===== config.mk =====
export PLATFORM = sky130hd
export DESIGN_NAME = cordic_ppl_arbiter
export DESIGN_NICKNAME = d
export VERILOG_FILES = /design/src/rtl/cordic_ppl_arbiter.sv
export SDC_FILE = /design/constraint.sdc
export NUM_CORES = 1
export LEC_CHECK = 0
export CAP_MARGIN = 10
export CORE_ASPECT_RATIO = 0.6
export CORE_MARGIN = 1.5
export CORE_UTILIZATION = 36
export CTS_CLUSTER_DIAMETER = 100
export DETAILED_ROUTE_END_ITERATION = 8
export HOLD_SLACK_MARGIN = 0.15
export PLACE_DENSITY = 0.88
export SYNTH_ARGS = -nofsm -noshare
export SYNTH_HDL_FRONTEND = slang
export SYNTH_SLANG_ARGS = --single-unit

===== constraint.sdc =====
create_clock -name clock -period 4 [get_ports clock]
set_clock_uncertainty 0.1 [all_clocks]
set_input_delay 1.2 -clock clock [delete_from_list [all_inputs] [get_ports clock]]
set_output_delay 1.2 -clock clock [all_outputs]
set_load 0.005 [all_outputs]

===== src/rtl/cordic_ppl_arbiter.sv =====
// Round-robin arbiter sharing one pipelined CORDIC unit between two requesters.
// A tag shift register follows each operand through the pipeline so its result returns to the right owner.
module cordic_ppl_arbiter #(
    parameter int DATA_W  = 32,
    parameter int LATENCY = 16,
    parameter int CNT_W   = 5
) (
    input  logic              clock,
    input  logic              reset,
    input  logic              req0_valid,
    output logic              req0_ready,
    input  logic [DATA_W-1:0] req0_data,
    input  logic              req1_valid,
    output logic              req1_ready,
    input  logic [DATA_W-1:0] req1_data,
    output logic              rsp0_valid,
    input  logic              rsp0_ready,
    output logic [DATA_W-1:0] rsp0_data,
    output logic              rsp1_valid,
    input  logic              rsp1_ready,
    output logic [DATA_W-1:0] rsp1_data,
    output logic              pipe_aclr,
    output logic              pipe_clk_en,
    output logic [DATA_W-1:0] pipe_dataa,
    input  logic [DATA_W-1:0] pipe_result,
    output logic              busy0,
    output logic              busy1
);

    logic [LATENCY-1:0] vld;
    logic [LATENCY-1:0] tag;
    logic               rr_ptr;
    logic [CNT_W-1:0]   cnt0;
    logic [CNT_W-1:0]   cnt1;

    logic tail_vld;
    logic tail_tag;
    logic stall;
    logic grant0;
    logic grant1;
    logic grant_any;
    logic hs0;
    logic hs1;

    assign tail_vld  = vld[LATENCY-1];
    assign tail_tag  = tag[LATENCY-1];
    assign pipe_aclr = reset;
    assign rsp0_data = pipe_result;
    assign rsp1_data = pipe_result;

    always_comb begin
        rsp0_valid = 1'b0;
        rsp1_valid = 1'b0;
        stall      = 1'b0;
        grant0     = 1'b0;
        grant1     = 1'b0;
        if (!reset) begin
            rsp0_valid = tail_vld & ~tail_tag;
            rsp1_valid = tail_vld & tail_tag;
            stall      = tail_vld & (tail_tag ? ~rsp1_ready : ~rsp0_ready);
            // rr_ptr only matters under contention; a lone requester always wins
            if (!stall) begin
                if (req0_valid && (!req1_valid || !rr_ptr)) begin
                    grant0 = 1'b1;
                end else if (req1_valid) begin
                    grant1 = 1'b1;
                end
            end
        end
    end

    always_comb begin
        grant_any   = grant0 | grant1;
        req0_ready  = grant0;
        req1_ready  = grant1;
        pipe_clk_en = ~stall;
        hs0         = rsp0_valid & rsp0_ready;
        hs1         = rsp1_valid & rsp1_ready;
        busy0       = ~reset & (cnt0 != '0);
        busy1       = ~reset & (cnt1 != '0);
        if (grant0) begin
            pipe_dataa = req0_data;
        end else if (grant1) begin
            pipe_dataa = req1_data;
        end else begin
            pipe_dataa = '0;
        end
    end

    always_ff @(posedge clock) begin
        if (reset) begin
            vld    <= '0;
            tag    <= '0;
            rr_ptr <= 1'b0;
            cnt0   <= '0;
            cnt1   <= '0;
        end else begin
            if (!stall) begin
                vld[0] <= grant_any;
                tag[0] <= grant1;
                for (int i = 1; i < LATENCY; i++) begin
                    vld[i] <= vld[i-1];
                    tag[i] <= tag[i-1];
                end
                if (grant_any) begin
                    rr_ptr <= ~grant1;
                end
            end
            if (grant0 && !hs0) begin
                cnt0 <= cnt0 + CNT_W'(1);
            end else if (!grant0 && hs0) begin
                cnt0 <= cnt0 - CNT_W'(1);
            end
            if (grant1 && !hs1) begin
                cnt1 <= cnt1 + CNT_W'(1);
            end else if (!grant1 && hs1) begin
                cnt1 <= cnt1 - CNT_W'(1);
            end
        end
    end

endmodule


==> results.md <==
- Result of the run: complete, no violations
- Area Overhead vs Synth: 33.1%
- Max-cap violations: 0
- Maximum fanout encountered on the critical timing path: 17
- Unrepaired setup endpoints after global routing: no
- Max Buffers Root-to-Sink: 2
- Worst hold slack: 0.357 ns
- Post-route minimum period: 3.93 ns
- Overall fraction of global-route tracks in use: roughly 17%
- Number of buffer and inverter stages on the critical path: 3
- Gpl congestion: roughly 0.75
- Level count of the clock H-tree: 2
- Arrival time at the worst endpoint: 2.63 ns
- Mean cell area of the mapped netlist: 7.27 sq um
- Worst Tran Pin Value: between 0.4 and 0.5 ns
- Share of layout cells above drive strength 1: around 15%
- Leakage power: roughly 1.6 nW
- Count of boundary I/O pins: between 200 and 250
- Placement row count: 25
- Number of enable flip-flop cells after synthesis: 0
- Global-route wire length before repair: 12.2 mm
- Total Power: about 1.3 mW
- Later-pin clock latency in the skew report: between 0.2 and 0.3 ns
- Final number of max-transition violations: 0
- Post-DRT Antenna Nets: 0
- Synth warn: 0
- Hold/Removal Path Class: reg -> reg
- Std-Cell Core Area: roughly 8000 sq um
- Iter 0 DRT Violations: roughly 210
- Iteration count of the initial detailed-routing pass: 4
- TritonCTS clock tree: done
- Delay of the slowest cell on the worst path: around 0.50 ns
- Mapped cell area: about 3000 sq um
- Aggregate global routing overflow: 0
- Highest clock rate: ~250 MHz
- Ant. Diodes: 0
- Share of flip-flops with an asynchronous set or reset: 0%
- Final wirelength: ~8.1 mm
- Cts bufs inserted: 5
- Peak ir drop on the vdd network: around 180 uV
- Type of the setup path with the least slack: in -> out
- Max-slew headroom: a little over 70%
- Die width: between 100 and 150 microns
- Detailed-route vias per instance: 4.93
- Final Hold Fails: 0
- Master cell of the clock root buffer: clkbuf_16
- Port buffer count: roughly 110
- Cell chain of the critical path: clkdlybuf4s50_1 -> mux2i_1 -> nand2_1 -> nand2b_4 -> buf_12 -> a21oi_1 -> dlygate4sd2_1
- Critical path launch point type: primary input
- Endpoints failing setup: 0
- Number of antenna violations at the first check in global routing: 0
- Flip-flop cell with the highest count after synthesis: dfxtp_1
- WP data required: roughly 2.7 ns
- Vias in the first global route: ~2,500
- Detailed-placement wirelength estimate: approximately 5.8 mm
- Initial Util: between 30 and 40%
- Standard cell with the maximum stage delay on the critical path: clkdlybuf4s50_1
- Areal power density over the cells: approximately 310 nW/um^2
- Final worst-path cycle share: between 90 and 100%
- Number of sinks handled by clock tree synthesis: 43
- Crit-path leading delay family: buffers and inverters
- Wire length per cell: approximately 14 microns
- Number of DRC violations after detailed routing: 0
- Number of vias in the routed layout: ~2,800
- Clock-pin slew on the worst setup and hold paths: around 0.070 ns
- Instance count of the mapped netlist: roughly 420
- Cell variety after synth: 31
- Endpoint class of the critical path: output pin
- Proportion of synthesized chip area in sequential cells: between 20% and 30%
- Synthesized Nets: 530
- Final net count: 578
- Total Die Area: approximately 9000 sq um
- Die span in y: 74.2 microns
- Largest net degree at the start of global routing: 33
- Synth Register Bits: between 40 and 50
- FF-to-FF setup slack: between 1 and 1.5 ns
==> synth_stat cells (3+ instances only) <==
master    number  area share, %
inv_1          5           0.62
nand3_1       36            5.9
nand2b_1       3           0.62
xor2_1         3           0.87
nor3_1         6           0.99
buf_4         70             17
nand2_1       95             12
clkbuf_1       6           0.74
a21oi_2       21            6.1
a21oi_1       51            8.4
buf_2         12            2.0
mux2i_1        3           0.99
ha_1           8            3.3
nor2_1        27            3.3
buf_6          6            2.2
dfxtp_1       43             28
==> worst paths after layout <==
kind	startpoint	to	cells past startpoint
hold reg to reg	tag[12]	tag[12]	2
setup reg to reg	tag[15]	cnt0[4]	13
hold / removal	tag[12]	tag[12]	2
setup / recovery	rsp0_ready	pipe_dataa[19]	7
==> placed cells by master, fill, tap and decap left out, types with 3 or more instances in the layout <==
cell type / Yosys / layout
mux2i_1: 3 / 3
inv_1: 5 / 5
xor2_1: 3 / 3
buf_4: 70 / 20
dlygate4sd2_1: 0 / 34
a21oi_1: 51 / 46
buf_12: 0 / 3
dfxtp_1: 43 / 43
nor3_1: 6 / 6
clkdlybuf4s50_1: 0 / 72
ha_1: 8 / 8
nor2_1: 27 / 25
nand3_1: 36 / 36
a21oi_2: 21 / 26
nand2_1: 95 / 95
clkbuf_16: 0 / 5
==> area by class of cell <==
| class | count | area, sq um |
|---|---|---|
| fillers | 721 | 4000 |
| repair buffers | 136 | 1330 |
| inverters | 5 | 18.8 |
| clock inverters | 3 | 71.3 |
| multi-input cells | 275 | 1500 |
| clock buffers | 5 | 125 |
| flip-flops and latches | 43 | 861 |
| well taps | 108 | 135 |
==> routing by layer <==
metal | share of wire [%] | up-vias | global-route usage (%)
met4 | 0.74 | 0 | 2.88
met2 | 48 | 105 | 26.8
met3 | 7.1 | 6 | 5.90
li1 | - | 1406 | -
met1 | 44 | 1315 | 22.8
met5 | 0 | - | 0
==> state kept, by name (all words and copies together), names as in the netlist <==
signal	count
cnt0	5
cnt1	5
rr_ptr	1
tag	16
vld	16
==> where the power goes <==
| group | switching (mW) | internal (mW) |
|---|---|---|
| clock | 0.173 | 0.362 |
| sequential | 0.0111 | 0.441 |
| combinational | 0.123 | 0.163 |
| total | 0.307 | 0.966 |
==> through the flow <==
step           util [%]  setup slack [ns]  setup TNS, ns  instance area [sq um]  cells
2_1_floorplan         -             0.466              0                   3040    418
3_3_place_gp       46.7            -0.213          -4.30                   3760    560
3_5_place_dp       46.7            -0.242          -5.79                   3760    560
4_1_cts            50.0            0.0118              0                   4020    573
5_1_grt            50.3           0.00290              0                   4040    575
6_report           50.3            0.0657              0                   4040    575
==> repair_timing <==
| action | in CTS | in global routing |
|---|---|---|
| gates resized for setup | 44 | 5 |
| hold buffers | 0 | 0 |
| setup buffers | 2 | 2 |
| pin swaps | 2 | 1 |
| endpoints found under the setup margin | 34 | 17 |
| gates cloned | 3 | 0 |
==> logic make-up after synthesis <==
group	after synthesis	share of synthesized area [%]
muxes	5	1.73
xor gates and xnor gates	4	1.15
DFF	43	28.3
buffers and inverters	100	23.4
and+or+nand+nor	176	24.6
AOI/OAI and AO/OA	80	16.2
adders and majority gates	10	4.61
==> worst register-to-register path: cells and delay by family (launching register included) <==
family | cells | cell delay (ns)
AO/OA/AOI/OAI | 3 | 0.44
adder cells (fa/ha/maj) | 2 | 0.50
buffers and inverters | 3 | 0.44
flip-flops | 1 | 0.39
multiplexers | 2 | 0.61
AND/OR/NAND/NOR | 3 | 0.34
No activity file was read; power rests on OpenSTA's default activity.
==> RTL edit (same settings) <==
The parameter `CNT_W` goes from 5 to 10.
--- a/src/rtl/cordic_ppl_arbiter.sv
+++ b/src/rtl/cordic_ppl_arbiter.sv
@@ -3,7 +3,7 @@
 module cordic_ppl_arbiter #(
     parameter int DATA_W  = 32,
     parameter int LATENCY = 16,
-    parameter int CNT_W   = 5
+    parameter int CNT_W   = 10
 ) (
     input  logic              clock,
     input  logic              reset,
Formal check against the unedited RTL: same outputs for any inputs over 10 cycles, from zero or initial values and one cycle with reset high; that may be too few to reach the edited logic, so the function may still have changed.
==> RTL edit against the original RTL <==
- worst hold slack lost 0.0036 ns
- area after synthesis grew 22%
- design area grew 26%
- count of clock-buffer cells in the layout is the same
- sequential cell count grew 10
- via count grew 33%
- combinational power grew 90%
- setup slack lost 0.029 ns
- power grew 24%
- critical path depth grew 3
- wire length grew 43%
- sequential power grew 29%
- critical endpoint is now pipe_dataa[23]
==> RTL edit: results (changes against the original RTL) <==
Placer Congestion=0.992 (+32%); Slew headroom=63.4% (-9.3 points); fill count=888 (+23%); CTS H-tree lvls=2 (unchanged); DR pass1 iterations=5 (+1); min setup slack post-route=0.0364 ns (-0.0293 ns); Sequential Area=1060 sq um (+23%); Worst R2R Start=tag[15]; share of layout cells above drive strength 1=19.0% (+4.3 points); distinct cell type count after synthesis=51 (+65%); largest registers=tag: 16 flops, vld: 16 flops; fin cells=692 (+20%); CTS root buf=clkbuf_16; DR iter-0 viols=319 (+53%); Clock transition at path regs=0.07 ns (about the same); most frequent cells after synthesis=73 x nand2_1, 65 x buf_4, 53 x dfxtp_1; Post-Syn Instances=467 (+12%); Critical Path Sink=pipe_dataa[23]; sw frac=31.3% (+7.2 points); R2R cell count=13 (unchanged); Cells after DPL=670 (+20%); run status=complete, no violations; port bufs=109 (unchanged); Clock Latency Late Sink=0.31 ns (+0.03 ns); Synth area leaders=dfxtp_1 29%, buf_4 13%, a22o_1 7.6%; Worst Setup SP=rsp0_ready; Hold WS=0.354 ns (-0.00363 ns); Reg-to-Reg End=cnt1[8]; LEAKAGE=2.01 nW (+26%); vias per cell=5.45 (+11%); dpl ws=-0.692 ns (-0.450 ns); CTS max path bufs=2 (unchanged); n_diodes=0 (unchanged); Worst EP arrival=2.66 ns (+0.03 ns); R2R Setup Slk=0.59 ns (-0.48 ns); HPWL after detailed placement=8260 microns (+44%); vias in the first global route=3586 (+45%); NumNets Final=678 (+17%); first-pass GRT wire length=17900 microns (+46%); ys async rst share=0% (unchanged); Net Count, Synth=589 (+11%); Hold Path Class=flip-flop to flip-flop; Max FO, Critical Path=16 (-1); clock buffers created by TritonCTS=5 (unchanged); antenna violations before repair=0 (unchanged); worst vdd ir=0.193 mV (+6.1%); DR WL/cell=16.8 microns (+19%); sequential area share after synthesis=28.7% (+0.36 points); Placed Area=4780 sq um (+27%); largest net degree at the start of global routing=56 (+70%); number of synthesis warnings=0 (unchanged); global-route total usage across every layer=20.8% (+3.9 points)
==> RTL edit: how the worst min path moves through the flow <==
stage / endpoint / depth (start not counted) / from
after floorplan: tag[0] / 1 / tag[0]
after global placement: vld[5] / 2 / vld[5]
after detailed placement: vld[2] / 2 / vld[2]
after CTS: vld[1] / 2 / vld[1]
after global routing: vld[2] / 2 / vld[2]
final: vld[2] / 2 / vld[2]
==> RTL edit: metal layers <==
layer	GRT usage [%]	vias to the layer above	share of wire, %	wire length (microns)
li1	-	1777	-	-
met1	23.2	1770	39	4590
met2	39.4	202	52	6010
met3	4.94	22	7.1	829
met4	7.50	0	1.8	213
met5	0	-	0	0
==> RTL edit: worst max-delay path, stage by stage <==
cell and delay [ns]:
buf_4 0.13, mux2i_4 0.20, buf_4 0.14, and2_4 0.15, nor4b_4 0.05, buf_6 0.15
buf_12 0.12, buf_16 0.14, a22o_1 0.18, clkdlybuf4s15_1 0.20
==> RTL edit: layout make-up <==
type | count | area share (%)
clock inverters | 3 | 0.491
inverters | 13 | 1.01
repair buffers | 172 | 31.4
multi-input cells | 311 | 40.5
well taps | 135 | 3.31
flip-flops and latches | 53 | 20.8
clock buffers | 5 | 2.46
==> RTL edit: cell families (layout without fill, tap and decap cells) <==
group	Yosys count	count (layout)	share of synthesized area [%]
xor gates and xnor gates	2	2	0.474
and+or+nand+nor	151	151	19.5
DFF	53	53	28.7
muxes	4	4	1.29
AOI/OAI and AO/OA	134	134	25.0
adders and majority gates	20	20	7.17
buffers and inverters	103	193	17.8
==> RTL edit: what timing repair did <==
action                     4_1_cts  5_1_grt
gates cloned                     3        0
pin swaps                        6        5
setup buffers                   10        2
resized for setup               91       19
setup endpoints to repair       43       27
==> RTL edit: stage by stage <==
step                      power, mW  TNS, ns
after floorplan               0.897   -0.122
after global placement         1.07   -20.82
after detailed placement       1.10   -24.94
after CTS                      1.58        0
after global routing           1.66  -0.0140
final                          1.58        0
==> RTL edit: power by group through the flow <==
stage                     registers (mW)  clock network, mW  logic [mW]
after global placement             0.591                  0       0.481
after CTS                          0.583              0.462       0.531
after global routing               0.587              0.486       0.584
after detailed placement           0.595                  0       0.504
after floorplan                    0.586                  0       0.311
final                              0.585              0.454       0.544
